## src/rtl/weight_fetch_arb.sv

```systemverilog
// Two-requester round-robin burst fetcher: streams bytes from a synchronous
// weight ROM through a 2-entry output FIFO with valid/ready backpressure.
module weight_fetch_arb #(
    parameter int DEPTH = 1024,
    parameter int LEN_W = 16,
    localparam int AW   = $clog2(DEPTH)
) (
    input  logic                 clk_i,
    input  logic                 rst_i,
    input  logic [1:0]           req_valid_i,
    output logic [1:0]           req_ready_o,
    input  logic [2*AW-1:0]      req_base_i,
    input  logic [2*LEN_W-1:0]   req_len_i,
    output logic [AW-1:0]        rom_addr_o,
    input  logic [7:0]           rom_data_i,
    output logic                 out_valid_o,
    input  logic                 out_ready_i,
    output logic [7:0]           out_data_o,
    output logic                 out_id_o,
    output logic                 out_last_o,
    output logic [1:0]           done_o,
    output logic                 busy_o
);

    typedef enum logic {IDLE, FETCH} state_t;

    typedef struct packed {
        logic       last;
        logic       id;
        logic [7:0] data;
    } beat_t;

    state_t             state_q, state_d;
    logic               ptr_q, ptr_d;
    logic               id_q, id_d;
    logic [AW-1:0]      addr_q, addr_d;
    logic [LEN_W-1:0]   rem_q, rem_d;
    logic               inflight_q, inflight_d;
    logic               infl_last_q, infl_last_d;
    beat_t [1:0]        fifo_q, fifo_d;
    logic               wr_ptr_q, wr_ptr_d;
    logic               rd_ptr_q, rd_ptr_d;
    logic [1:0]         cnt_q, cnt_d;
    logic [1:0]         zdone_q, zdone_d;

    logic               gnt_id;
    logic               accept;
    logic               issue;
    logic               out_hs;
    logic [AW-1:0]      sel_base;
    logic [LEN_W-1:0]   sel_len;
    beat_t              head;

    assign head        = fifo_q[rd_ptr_q];
    assign out_valid_o = (cnt_q != 2'd0);
    assign out_data_o  = head.data;
    assign out_id_o    = head.id;
    assign out_last_o  = head.last;
    assign out_hs      = out_valid_o & out_ready_i;
    assign busy_o      = (state_q == FETCH);
    assign rom_addr_o  = addr_q;

    // Priority pointer wins if it is asking, otherwise the other requester.
    assign gnt_id   = req_valid_i[ptr_q] ? ptr_q : ~ptr_q;
    assign sel_base = gnt_id ? req_base_i[AW +: AW] : req_base_i[0 +: AW];
    assign sel_len  = gnt_id ? req_len_i[LEN_W +: LEN_W] : req_len_i[0 +: LEN_W];

    always_comb begin
        req_ready_o = 2'b00;
        if (state_q == IDLE && (|req_valid_i) && !rst_i)
            req_ready_o = 2'b01 << gnt_id;
    end

    assign accept = |(req_valid_i & req_ready_o);

    // Buffered plus in-flight bytes never exceed the FIFO depth, unless a
    // byte leaves this cycle and frees a slot.
    assign issue = (state_q == FETCH) && (rem_q != '0) &&
                   ((cnt_q + {1'b0, inflight_q} < 2'd2) || out_hs);

    always_comb begin
        state_d     = state_q;
        ptr_d       = ptr_q;
        id_d        = id_q;
        addr_d      = addr_q;
        rem_d       = rem_q;
        inflight_d  = 1'b0;
        infl_last_d = 1'b0;
        fifo_d      = fifo_q;
        wr_ptr_d    = wr_ptr_q;
        rd_ptr_d    = rd_ptr_q;
        cnt_d       = cnt_q;
        zdone_d     = 2'b00;

        if (accept) begin
            ptr_d  = ~gnt_id;
            id_d   = gnt_id;
            addr_d = sel_base;
            rem_d  = sel_len;
            if (sel_len != '0)
                state_d = FETCH;
            else
                zdone_d = 2'b01 << gnt_id;
        end

        if (issue) begin
            addr_d      = (addr_q == AW'(DEPTH - 1)) ? '0 : addr_q + 1'b1;
            rem_d       = rem_q - 1'b1;
            inflight_d  = 1'b1;
            infl_last_d = (rem_q == LEN_W'(1));
        end

        if (inflight_q) begin
            fifo_d[wr_ptr_q] = '{last: infl_last_q, id: id_q, data: rom_data_i};
            wr_ptr_d         = ~wr_ptr_q;
        end

        if (out_hs) begin
            rd_ptr_d = ~rd_ptr_q;
            if (head.last)
                state_d = IDLE;
        end

        cnt_d = cnt_q + {1'b0, inflight_q} - {1'b0, out_hs};
    end

    always_comb begin
        done_o = zdone_q;
        if (out_hs && head.last)
            done_o = done_o | (2'b01 << head.id);
    end

    always_ff @(posedge clk_i or posedge rst_i) begin
        if (rst_i) begin
            state_q     <= IDLE;
            ptr_q       <= 1'b0;
            id_q        <= 1'b0;
            addr_q      <= '0;
            rem_q       <= '0;
            inflight_q  <= 1'b0;
            infl_last_q <= 1'b0;
            fifo_q      <= '0;
            wr_ptr_q    <= 1'b0;
            rd_ptr_q    <= 1'b0;
            cnt_q       <= 2'd0;
            zdone_q     <= 2'b00;
        end else begin
            state_q     <= state_d;
            ptr_q       <= ptr_d;
            id_q        <= id_d;
            addr_q      <= addr_d;
            rem_q       <= rem_d;
            inflight_q  <= inflight_d;
            infl_last_q <= infl_last_d;
            fifo_q      <= fifo_d;
            wr_ptr_q    <= wr_ptr_d;
            rd_ptr_q    <= rd_ptr_d;
            cnt_q       <= cnt_d;
            zdone_q     <= zdone_d;
        end
    end

endmodule

```

## config.mk

```make
export PLATFORM = sky130hd
export DESIGN_NAME = weight_fetch_arb
export DESIGN_NICKNAME = d
export VERILOG_FILES = /design/src/rtl/weight_fetch_arb.sv
export SDC_FILE = /design/constraint.sdc
export NUM_CORES = 1
export LEC_CHECK = 0
export ABC_AREA = 1
export BUFFER_PORTS_ARGS = -buffer_cell sky130_fd_sc_hd__buf_4
export CAP_MARGIN = 10
export CORE_MARGIN = 8
export CORE_UTILIZATION = 40
export CTS_CLUSTER_SIZE = 40
export DETAILED_ROUTE_END_ITERATION = 10
export SLEW_MARGIN = 10
export SYNTH_ARGS = -nofsm -noshare
export SYNTH_HDL_FRONTEND = slang
export SYNTH_SLANG_ARGS = --single-unit
```

## constraint.sdc

```tcl
create_clock -name clk_i -period 5 [get_ports clk_i]
set_input_delay 0.5 -clock clk_i [delete_from_list [all_inputs] [get_ports clk_i]]
set_output_delay 0.5 -clock clk_i [all_outputs]
set_load 0.01 [all_outputs]
```

## Word level (Yosys, flattened, before mapping)

Cells that the tools add are included.

- Add/sub/neg operators: 4
- Equality and inequality tests: 2
- Muxes and demuxes: 25
- Reductions and logical operators: 14
- Bitwise operators: 8
- Magnitude comparators: 5
- Shift-type cells: 2

Operator list:

| kind | number |
|---|---|
| 2-to-1 mux 10 bit | 7 |
| 2-to-1 mux 16 bit | 3 |
| nonzero test 16 bit | 2 |
| bitwise mux 20 bit | 1 |
| == test 16 x 1 -> 1 bit, second input constant | 1 |
| subtractor 16 x 1 -> 16 bit, second input constant | 1 |
| adder 10 x 1 -> 10 bit, second input constant | 1 |
| demux 10 bit (select 1 bit) | 1 |
| == test 10 bit, second input constant | 1 |
| 2-to-1 mux 1 bit | 9 |
| 2-to-1 mux 2 bit | 4 |
| logical AND 1 bit | 6 |
| less-than comparator 1 x 2 -> 1 bit, second input constant | 3 |
| inverter 1 bit | 5 |
| nonzero test 2 bit | 2 |
| OR reduction 2 bit | 2 |
| left shift 1 x 1 -> 2 bit, first input constant | 2 |
| adder 2 x 1 -> 2 bit | 1 |
| AND 2 bit | 1 |
| less-than comparator 2 bit, second input constant | 1 |
| bitwise OR 2 bit | 1 |
| subtractor 2 x 1 -> 2 bit | 1 |
| AND 1 bit | 1 |
| greater-or-equal comparator 1 bit, second input constant | 1 |
| other kinds (2) | 2 |

- Flip-flop bits (word level): 57
- Output and inout port bits: 26

## Logic depth before layout (Yosys ltp)

- Word-level depth: 10
- Mapped depth: 12

## Worst setup path after synthesis

OpenSTA, ideal clock, no wires.

- Path type: reg-to-output
- From: register rd_ptr_q
- To: output done_o[0]
- Path buffers: 1
- Cell stages (with the launch flop): 7
- Data arrival time: 1.267 ns
- Required time: 4.500 ns
- Slack: 3.233 ns
- Cell sequence: dfrtp_1 -> inv_1 -> clkbuf_1 -> or2_2 -> o21ai_0 -> inv_1 -> o21bai_1

- Longest elaborated chain between the ends: 5

Ends and longest elaborated chain:

| element | line | RTL |
|---|---|---|
| start: declaration | 42 | `logic rd_ptr_q, rd_ptr_d;` |
| start signal: assignment | 157 | `rd_ptr_q <= rd_ptr_d;` |
| 2-to-1 mux 10 bit (implied by the code) (2 in series) | 54 | `assign head = fifo_q[rd_ptr_q];` |
| via out_id_o | 19 | `output logic out_id_o,` |
| left shift 1 x 1 -> 2 bit | 130 | `done_o = done_o \| (2'b01 << head.id);` |
| bitwise OR 2 bit | 130 |  |
| 2-to-1 mux 2 bit | 129 | `if (out_hs && head.last)` |
| end: declaration | 21 | `output logic [1:0] done_o,` |

The timed path passes the listed nets, and every way through them passes these cells. The select of a mux whose other input is x is not followed.

## Final worst setup path

- From: register rd_ptr_q
- To: output done_o[0]

- Longest elaborated chain between the ends: 5

Ends and longest elaborated chain:

| element | line |
|---|---|
| 2-to-1 mux 10 bit (implied by the code) * (2 in series) | 54 |
| left shift 1 x 1 -> 2 bit | 130 |
| bitwise OR 2 bit | 130 |
| 2-to-1 mux 2 bit * | 129 |

Every way passes the cells marked *; elsewhere a longest branch is shown, timed or not. The select of a mux whose other input is x is not followed.

==> run_results.csv <==
group,metric,value,unit
clock_network,cts_root_buf,"clkbuf_8",
logic_synthesis,synthCells,506,
setup_path,cpPeakStageDelay,0.56,ns
clock_network,numCtsBuffers,9,
logic_synthesis,syn_nets,576,
die,die_w,110,µm
global_routing,grt_start_max_net_pins,58,
setup_path,cpMostUsedCell,"inv_1",
clock_network,postCtsSetupBuffers,0,
logic_synthesis,post_synth.cell_area_avg,6.92,µm²
logic_synthesis,ys_ff_latch,57,
min_path,hold_path_class,"input pin to async pin",
setup_path,cp_max_fo,11,
logic_synthesis,async_reset_ff_share,100,%
die,fp.dieArea,12000,µm²
clock_network,cts.sinks,57,
layout,finalNetCount,663,
layout,n_fill_cell,897,
die,core_area,8590,µm²
logic_synthesis,synth_commonest_cells,"nand2_1 (211), dfrtp_1 (57), inv_1 (50), nor2_1 (42), o21ai_0 (29)",
sta,timing.final.ws_setup,2.45,ns
logic_synthesis,synth_warnings,0,
logic_synthesis,ys_types,30,
die,rows,34,
logic_synthesis,synth_top_area_share,40.7,%
place,dp_slack,2.61,ns
clock_network,clk_path_buf_depth,2,
setup_path,startpoint_type,"flip-flop",
logic_synthesis,synth_edf_count,0,
logic_synthesis,synthTopCellsByArea,"dfrtp_1 (41%), nand2_1 (23%), inv_1 (5.4%)",
logic_synthesis,ys_seq_area_share,40.7,%
power,power.density,633,nW/µm²
sta,period_share,51.0,%
logic_synthesis,synth_area,3500,µm²
sta,period_needed,2.55,ns
sta,tns,0,ns
logic_synthesis,synth.most_common_cell,"nand2_1",
routing,via_per_inst,4.77,
layout,diodes,0,
place,hpwl,7.00,mm
sta,worst_pin_slew,0.748,ns
layout,drive_gt1_share,21.1,%
die,pin_count,91,
place,gp_congestion,0.840,
power,leakage,2.40,nW
clock_network,hold_buffers,0,
setup_path,end_kind,"output pin",
routing,route.detailed.wl_per_inst,13.4,µm
setup_path,crit_arrival,2.05,ns
clock_network,cts_resized,0,
setup_path,crit_required,4.50,ns
setup_path,path_buf_inv,3,
setup_path,crit_path_start,"rd_ptr_q",
setup_path,path_class,"flip-flop to output pin",
layout,area_delta_synth_final,27.9,%
routing,route.detailed.drc,0,
logic_synthesis,yosys.area.top_type,"dfrtp_1",
die,die_h,110,µm
routing,drtIter0Drc,140,
clock_network,cts_tree,"yes",
status,status,"finished clean",
sta,finalHoldViolations,0,
routing,vias,3368,
global_routing,grt_pass1_wl,15.7,mm
sta,relSlewSlack,50.1,%
setup_path,crit_family,"flip-flops",
global_routing,antenna_found_initial,0,
routing,wirelength,9.50,mm
sta,drv_slew,0,
sta,rsz0062_at_grt,"no",
logic_synthesis,synthFlopType,"dfrtp_1",
global_routing,grt.overflow.total,0,
routing,ant_nets,0,
setup_path,cp_slowest_cell,"dfrtp_1",
clock_network,insertion_delay,0.35,ns
clock_network,htreeDepth,3,
setup_path,rr_startpoint,"rem_q[0]",
sta,fin_worst_skew,0.0107,ns
sta,fmax,392,MHz
die,start_util,40.7,%
clock_network,clk_pin_slew,0.07,ns
global_routing,grt_pass1_vias,3376,
power,power,0.00283,W
global_routing,grt_usage,16.5,%
place,io_buffers,90,
setup_path,worstPathCellList,"inv_1, or2_2, o21ai_0, inv_1, o21bai_1, buf_4",
run,max_cap_violations,0,
sta,setup_viol,0,
routing,dr.pass1.iters,4,
power,ir_worst_vdd,0.000308,V
[through the flow]
| step | instances | util [%] | hold WS (ns) | area, µm² |
|---|---|---|---|---|
| 2_1_floorplan | 506 | - | 0.446 | 3500 |
| 3_3_place_gp | 690 | 49.5 | 0.462 | 4250 |
| 3_5_place_dp | 690 | 49.5 | 0.468 | 4250 |
| 4_1_cts | 706 | 52.1 | 0.392 | 4480 |
| 5_1_grt | 706 | 52.1 | 0.398 | 4480 |
| 6_report | 706 | 52.1 | 0.374 | 4480 |
[sequential cells by signal, indices dropped and copies added (netlist names)]
signal,count
ptr_q,1
zdone_q,2
inflight_q,1
busy_o,1
rom_addr_o,10
cnt_q,2
rem_q,16
infl_last_q,1
wr_ptr_q,1
rd_ptr_q,1
fifo_q,20
id_q,1
[worst min-delay path, delay by kind of cell]
family                 cells  cell delay, ns
buffers and inverters      3            0.73
[area by class of cell]
cell class	count	area [µm²]	share of cell area, %
Clock buffer	9	124	2.77
Clock inverter	7	101	2.26
Inverter	52	200	4.47
Multi-Input combinational cell	381	1800	40.2
Sequential cell	57	1430	31.9
Tap cell	108	135	3.02
Timing Repair Buffer	92	691	15.4
[routing by layer]
| metal | GRT usage [%] | routed length, µm |
|---|---|---|
| met1 | 19.5 | 4300 |
| met2 | 28.4 | 4560 |
| met3 | 3.87 | 444 |
| met4 | 6.56 | 190 |
| met5 | 0 | 0 |
[placed cells by master, fill, tap and decap left out, types with 3 or more instances in the layout]
master | Yosys | final
a21oi_1 | 6 | 6
clkbuf_8 | 0 | 9
nand3_1 | 27 | 27
inv_6 | 1 | 3
o21bai_1 | 6 | 6
nor2_1 | 42 | 42
nand2_1 | 211 | 211
xnor2_1 | 4 | 4
inv_1 | 50 | 49
nand4_1 | 5 | 5
nor3_1 | 4 | 3
o21ai_0 | 29 | 29
o21ai_1 | 10 | 10
dfrtp_1 | 57 | 57
buf_4 | 2 | 92
xor2_1 | 14 | 14
ha_1 | 5 | 5
or2_2 | 6 | 6
[kinds of logic after synthesis]
logic type               Yosys count  synth area share [%]
adder cells (fa/ha/maj)            5                  1.79
buffers and inverters             68                  8.01
flip-flops                        57                  40.7
AO/OA/AOI/OAI                     57                  9.51
XOR/XNOR                          18                  4.50
AND/OR/NAND/NOR                  301                  35.5
[where the power goes]
| part | switching [W] | internal [W] | leakage [nW] |
|---|---|---|---|
| combinational | 0.000885 | 0.000582 | 1.59 |
| sequential | 0.000186 | 0.000681 | 0.702 |
| clock | 0.000213 | 0.000285 | 0.106 |
[final timing paths]
kind | end | slack, ns | cells past startpoint
hold / removal | ptr_q | 0.37 | 3
hold reg to reg | fifo_q[19] | 0.48 | 2
setup / recovery | done_o[0] | 2.45 | 6
setup reg to reg | rom_addr_o[5] | 2.91 | 11
max in group asynchronous | infl_last_q | 4.13 | 3
min in group clk_i | rom_addr_o[6] | 0.40 | 3
No activity file was read; power rests on OpenSTA's default activity.
